File: config.mk
export PLATFORM = sky130hd
export DESIGN_NAME = hazard_ctrl_unit
export DESIGN_NICKNAME = d
export VERILOG_FILES = /design/src/rtl/hazard_pkg.sv /design/src/rtl/sat_counter.sv /design/src/rtl/hazard_ctrl_unit.sv
export SDC_FILE = /design/constraint.sdc
export NUM_CORES = 1
export LEC_CHECK = 0
export BUFFER_PORTS_ARGS = -buffer_cell sky130_fd_sc_hd__clkbuf_2
export CELL_PAD_IN_SITES_DETAIL_PLACEMENT = 0
export CELL_PAD_IN_SITES_GLOBAL_PLACEMENT = 1
export CORE_UTILIZATION = 34
export CTS_CLUSTER_DIAMETER = 200
export CTS_CLUSTER_SIZE = 20
export DETAILED_ROUTE_END_ITERATION = 16
export GPL_TIMING_DRIVEN = 0
export PLACE_DENSITY = 0.85
export SLEW_MARGIN = 20
export SYNTH_ARGS = -nofsm -noshare
export SYNTH_HDL_FRONTEND = slang
export SYNTH_SLANG_ARGS = --single-unit
File: constraint.sdc
create_clock -name i_clk -period 2.05 [get_ports i_clk]
set_input_delay 0.1025 -clock i_clk [delete_from_list [all_inputs] [get_ports i_clk]]
set_output_delay 0.1025 -clock i_clk [all_outputs]
set_load 0.02 [all_outputs]
File: src/rtl/hazard_pkg.sv
`default_nettype none
// ============================================================================
// Module  : hazard_pkg
// Purpose : Shared types for the hazard controller: forwarding-mux select
//           codes and controller FSM state encoding.
// Ports   : none (package)
// Rev     : 1.0  initial release
// ============================================================================
package hazard_pkg;

  // Operand-mux select driven to the ID/EX operand muxes
  typedef enum logic [1:0] {
    FWD_RF  = 2'b00,   // value already captured in ID/EX
    FWD_MEM = 2'b01,   // ALU result sitting in EX/MEM
    FWD_WB  = 2'b10    // write-back data
  } fwd_sel_e;

  // Controller state
  typedef enum logic [1:0] {
    RUN      = 2'd0,
    MEM_WAIT = 2'd1,
    ERROR    = 2'd2
  } hz_state_e;

endpackage : hazard_pkg
`default_nettype wire

File: src/rtl/sat_counter.sv
`default_nettype none
// ============================================================================
// Module  : sat_counter
// Purpose : W-bit up counter that sticks at all-ones.
// Ports   : clk      in  1  clock
//           clear_n  in  1  synchronous active-low clear
//           en       in  1  count this cycle
//           count    out W  current value
// Rev     : 1.0  initial release
// ============================================================================
module sat_counter #(
  parameter int W = 32
) (
  input  logic         clk,
  input  logic         clear_n,
  input  logic         en,
  output logic [W-1:0] count
);

  always_ff @(posedge clk) begin
    if (!clear_n) begin
      count <= '0;
    end else if (en && (count != '1)) begin
      count <= count + 1'b1;
    end
  end

endmodule : sat_counter
`default_nettype wire

File: src/rtl/hazard_ctrl_unit.sv
`default_nettype none
// ============================================================================
// Module  : hazard_ctrl_unit
// Purpose : Hazard controller for the 5-stage RV32I pipeline. Detects RAW
//           hazards (stall-only or forwarding + load-use mode), drives the
//           operand forwarding selects, freezes the pipe while an LSU access
//           is outstanding (with a timeout watchdog) and keeps saturating
//           stall / flush cycle counters.
// Ports   : i_clk, i_reset (sync, active-low)
//           i_rs{1,2}_addr_id, i_rs{1,2}_used_id   ID-stage sources
//           i_rs{1,2}_addr_ex                      EX-stage sources
//           i_rd_addr_{ex,mem,wb}, i_rd_wren_*     in-flight destinations
//           i_is_load_{ex,mem}, i_branch_taken, i_mem_req, i_mem_ack
//           o_stall_{pc,if_id,id_ex,ex_mem}        hold pipeline registers
//           o_flush_{if_id,id_ex}                  insert bubbles
//           o_fwd_{a,b}_sel                        operand mux selects
//           o_mem_timeout                          sticky LSU timeout
//           o_stall_cnt, o_flush_cnt               saturating perf counters
// Rev     : 1.0  initial release
// ============================================================================
module hazard_ctrl_unit
  import hazard_pkg::*;
#(
  parameter int REG_AW      = 5,
  parameter int FWD_EN      = 1,
  parameter int MEM_TIMEOUT = 255,
  parameter int CNT_W       = 32
) (
  input  logic              i_clk,
  input  logic              i_reset,
  input  logic [REG_AW-1:0] i_rs1_addr_id,
  input  logic [REG_AW-1:0] i_rs2_addr_id,
  input  logic              i_rs1_used_id,
  input  logic              i_rs2_used_id,
  input  logic [REG_AW-1:0] i_rs1_addr_ex,
  input  logic [REG_AW-1:0] i_rs2_addr_ex,
  input  logic [REG_AW-1:0] i_rd_addr_ex,
  input  logic [REG_AW-1:0] i_rd_addr_mem,
  input  logic [REG_AW-1:0] i_rd_addr_wb,
  input  logic              i_rd_wren_ex,
  input  logic              i_rd_wren_mem,
  input  logic              i_rd_wren_wb,
  input  logic              i_is_load_ex,
  input  logic              i_is_load_mem,
  input  logic              i_branch_taken,
  input  logic              i_mem_req,
  input  logic              i_mem_ack,
  output logic              o_stall_pc,
  output logic              o_stall_if_id,
  output logic              o_stall_id_ex,
  output logic              o_stall_ex_mem,
  output logic              o_flush_if_id,
  output logic              o_flush_id_ex,
  output logic [1:0]        o_fwd_a_sel,
  output logic [1:0]        o_fwd_b_sel,
  output logic              o_mem_timeout,
  output logic [CNT_W-1:0]  o_stall_cnt,
  output logic [CNT_W-1:0]  o_flush_cnt
);

  // Counter must hold values up to MEM_TIMEOUT
  localparam int WAIT_W = (MEM_TIMEOUT < 2) ? 1 : $clog2(MEM_TIMEOUT + 1);

  hz_state_e         state, state_nxt;
  logic [WAIT_W-1:0] wait_cnt;
  logic              freeze;
  logic              data_stall;
  fwd_sel_e          fwd_a, fwd_b;
  logic              id1_ex_hit, id2_ex_hit;

  // A producer only matters if it really writes, is not x0, and the
  // consumer really reads that register.
  function automatic logic hit(input logic              wren,
                               input logic [REG_AW-1:0] rd,
                               input logic [REG_AW-1:0] rs,
                               input logic              used);
    return wren && (rd != '0) && (rd == rs) && used;
  endfunction

  assign id1_ex_hit = hit(i_rd_wren_ex, i_rd_addr_ex, i_rs1_addr_id, i_rs1_used_id);
  assign id2_ex_hit = hit(i_rd_wren_ex, i_rd_addr_ex, i_rs2_addr_id, i_rs2_used_id);

  generate
    if (FWD_EN != 0) begin : g_fwd
      // Only a load in EX cannot be forwarded in time.
      assign data_stall = (id1_ex_hit || id2_ex_hit) && i_is_load_ex;

      // MEM is younger than WB, so it wins. A load in MEM has no data yet
      // on the ALU-result path; the load-use stall already covered it.
      always_comb begin
        fwd_a = FWD_RF;
        if (hit(i_rd_wren_mem, i_rd_addr_mem, i_rs1_addr_ex, 1'b1) && !i_is_load_mem)
          fwd_a = FWD_MEM;
        else if (hit(i_rd_wren_wb, i_rd_addr_wb, i_rs1_addr_ex, 1'b1))
          fwd_a = FWD_WB;
      end

      always_comb begin
        fwd_b = FWD_RF;
        if (hit(i_rd_wren_mem, i_rd_addr_mem, i_rs2_addr_ex, 1'b1) && !i_is_load_mem)
          fwd_b = FWD_MEM;
        else if (hit(i_rd_wren_wb, i_rd_addr_wb, i_rs2_addr_ex, 1'b1))
          fwd_b = FWD_WB;
      end
    end else begin : g_stall_only
      logic id1_mem_hit, id2_mem_hit;
      assign id1_mem_hit = hit(i_rd_wren_mem, i_rd_addr_mem, i_rs1_addr_id, i_rs1_used_id);
      assign id2_mem_hit = hit(i_rd_wren_mem, i_rd_addr_mem, i_rs2_addr_id, i_rs2_used_id);
      // WB needs no stall: the register file is write-first.
      assign data_stall = id1_ex_hit || id2_ex_hit || id1_mem_hit || id2_mem_hit;
      assign fwd_a      = FWD_RF;
      assign fwd_b      = FWD_RF;
    end
  endgenerate

  // State register and wait counter
  always_ff @(posedge i_clk) begin
    if (!i_reset) begin
      state    <= RUN;
      wait_cnt <= '0;
    end else begin
      state    <= state_nxt;
      wait_cnt <= (state == MEM_WAIT) ? wait_cnt + 1'b1 : '0;
    end
  end

  // Next state and pipeline control
  always_comb begin
    state_nxt      = state;
    o_stall_pc     = 1'b0;
    o_stall_if_id  = 1'b0;
    o_stall_id_ex  = 1'b0;
    o_stall_ex_mem = 1'b0;
    o_flush_if_id  = 1'b0;
    o_flush_id_ex  = 1'b0;
    freeze         = (i_mem_req && !i_mem_ack) || (state == ERROR);

    unique case (state)
      RUN: begin
        if (i_mem_req && !i_mem_ack) state_nxt = MEM_WAIT;
      end
      MEM_WAIT: begin
        // wait_cnt holds the number of earlier MEM_WAIT cycles, so this is
        // the MEM_TIMEOUT-th unacked one.
        if (i_mem_ack)
          state_nxt = RUN;
        else if (wait_cnt == WAIT_W'(MEM_TIMEOUT - 1))
          state_nxt = ERROR;
      end
      ERROR:   state_nxt = ERROR;
      default: state_nxt = RUN;
    endcase

    if (i_reset) begin
      if (freeze) begin
        o_stall_pc     = 1'b1;
        o_stall_if_id  = 1'b1;
        o_stall_id_ex  = 1'b1;
        o_stall_ex_mem = 1'b1;
      end else if (i_branch_taken) begin
        // The branch stays in EX across a freeze, so it is honoured here on
        // the first unfrozen cycle without being remembered.
        o_flush_if_id  = 1'b1;
        o_flush_id_ex  = 1'b1;
      end else if (data_stall) begin
        o_stall_pc     = 1'b1;
        o_stall_if_id  = 1'b1;
        o_flush_id_ex  = 1'b1;
      end
    end
  end

  assign o_fwd_a_sel   = i_reset ? fwd_a : FWD_RF;
  assign o_fwd_b_sel   = i_reset ? fwd_b : FWD_RF;
  assign o_mem_timeout = (state == ERROR);

  sat_counter #(.W(CNT_W)) u_stall_cnt (
    .clk     (i_clk),
    .clear_n (i_reset),
    .en      (o_stall_pc),
    .count   (o_stall_cnt)
  );

  sat_counter #(.W(CNT_W)) u_flush_cnt (
    .clk     (i_clk),
    .clear_n (i_reset),
    .en      (o_flush_if_id),
    .count   (o_flush_cnt)
  );

endmodule : hazard_ctrl_unit
`default_nettype wire

==> impl_metrics.ini <==
[die]
std_cell_rows = 39
io_pins = 122
die_area_mm2 = 0.0126
die_h_um = 112
core_mm2 = 0.0117
die_w_um = 112
start_util = 0.355

[layout]
mostFrequentLayoutCells = clkbuf_2, dfxtp_1, nor2_1
regArea_mm2 = 0.00151
drive_above_1_share = 0.330
fill_cells = 1101
area_delta_synth_final_pct = 34.2
antenna_cells = 0
fin_area_mm2 = 0.00556
final_common_cell = clkbuf_2
final_cells = 779
multiInputGateArea_mm2 = 0.00256
final_nets = 682

[status]
status = completed

[synth]
ys_seq_elements = 74
synth_top_cell_area_share = 0.358
synth_area_mm2 = 0.00414
synth_compound_area_frac = 0.135
yosys_warnings = 0
syn-num-nets = 530
yosys.area_share.simple = 0.314
muxShareOfSynthArea = 0.00966
synthCells = 479
synth_xor_area_frac = 0.129
ys_seq_area_frac = 0.358
synth_top_family_by_area = simple AND/OR/NAND/NOR gates
async_reset_ff_frac = 0
synth_ff_type = dfxtp_1
ys_top_cells_by_area = dfxtp_1, xor2_1, xnor2_1
synth_top_area_cell = dfxtp_1
ys_types = 52
synth.avg_cell_area_um2 = 8.65
synthAdderAreaFrac = 0.0121
synth_edf_count = 0

[drt]
wire_per_inst_um = 15.0
drc = 0
vias_per_cell = 5.45
wirelength_um = 11700
drt_iter0_drc = 266
dr_total_vias = 4245
antenna_left = 0
drt-pass1-iter-count = 5

[sta]
final_hold_viol_count = 0
maxSlewHeadroom = 0.639
setup_viol = 0
period_needed_ns = 1.98
fmax_mhz = 506
tns_ns = 0
slew_viol_final = 0
worst_pin_slew_ns = 0.541
rsz0062_at_grt = yes
finalClockSkew_ns = 0.00597
period_share = 0.964
holdWs_ns = 0.147

[worst_setup_path]
cp_max_fo = 10
worstSetupEndpointType = flop
path_class = flop to flop
startpoint_type = flop
worstPathArrival_ns = 2.20
critPathRequiredTime_ns = 2.28

[clocking]
root_buffer = clkbuf_16
clk_latency_ns = 0.33
cts_sinks = 74
hold_buffers = 0
numCtsBuffers = 9
tritoncts = done
htreeDepth = 3
path_clk_slew_ns = 0.06
clockBufferDepth = 2

[pwr]
switching_share = 0.231
peakVddDrop_v = 0.000371
fin_total_pwr_w = 0.00338
leakage_nw = 2.21
p_int_w = 0.00260
powerDensity_mw_per_mm2 = 609
clkPwrFrac = 0.491
combPwrFrac = 0.080
net-switching-power_w = 0.000783
pwr-share-seq = 0.428

[global_route]
grt_use_total = 0.183
grt_pass1_wl_um = 18700
grt_max_degree = 13
first_global_vias = 3921
overflow = 0
antenna_found_initial = 0

[place]
dp_hpwl_um = 8510
place_inst = 743
post_dp_cell_area_mm2 = 0.00493
portBuffers = 121
gp_congestion = 0.833

[worst_hold_path]
min_path_type = input pin to flop

[run]
cap_violations = 0
[stage by stage]
| step | utilization | worst slack, ns |
|---|---|---|
| after floorplan | - | 0.0139 |
| after global placement | 0.423 | -0.380 |
| after detailed placement | 0.423 | -0.397 |
| after CTS | 0.455 | -0.0308 |
| after global routing | 0.477 | -0.0445 |
| final | 0.477 | 0.0745 |
[power by group through the flow]
stage	sequential [W]	clock (W)	combinational, W
floorplan	0.00149	0	0.000141
global placement	0.00148	0	0.000253
detailed placement	0.00148	0	0.000257
CTS	0.00145	0.00170	0.000265
global route	0.00145	0.00176	0.000296
finish	0.00145	0.00166	0.000272
[worst paths after layout]
path	slack, ns	from	end	cells past startpoint
min reg2reg	0.46	wait_cnt[0]	wait_cnt[0]	1
max	0.07	u_stall_cnt.count[12]	u_stall_cnt.count[17]	8
max reg2reg	0.07	u_stall_cnt.count[12]	u_stall_cnt.count[17]	8
min	0.15	i_mem_ack	state[1]	3
[critical path, cell delays in order, from the launching register on]
cell and delay (ns):
dfxtp_4 0.38, nand4_1 0.21, nor4_4 0.34, and2_4 0.24
and3_4 0.22, buf_8 0.14, buf_8 0.14, o311ai_2 0.11
o41ai_1 0.10
[registers in the layout, indices dropped and copies added, names as in the netlist]
register	flops
u_stall_cnt.count	32
wait_cnt	8
u_flush_cnt.count	32
state	2
[logic make-up after synthesis]
family | count (synthesis)
compound gates | 79
buf+inv | 32
xor+xnor | 61
fa+ha+maj | 4
mux | 4
simple gates | 225
flops | 74
[per-layer routing]
metal | track usage | wire length, um | vias to the layer above
met5 | 0 | 0 | -
met4 | 0.0720 | 177 | 0
met3 | 0.0508 | 699 | 18
met2 | 0.305 | 5740 | 133
met1 | 0.223 | 5070 | 2009
li1 | - | - | 2085
[cell type report]
type,count,share of cell area
plain buffers,25,0.0320
clock buffers,12,0.0482
clock inverters,4,0.00833
inverters,7,0.00473
multi-input cells,373,0.460
flip-flops and latches,74,0.272
well taps,143,0.0322
repair buffers,141,0.142
[synth_stat cells (9+ instances only)]
master    instances
nand2_1          34
nand4_1          20
and3_1            9
clkbuf_1         11
nor2_1           43
dfxtp_1          74
xnor2_1          25
o31ai_1          21
nand3_1          34
a21oi_1          29
or4_1            26
xor2_1           36
[what timing repair did]
action	CTS	global route
resized for setup	6	36
pin swaps	4	10
endpoints found under the setup margin	43	55
gates cloned	0	2
setup buffers	4	14
Power figures use the tool's default switching activity.
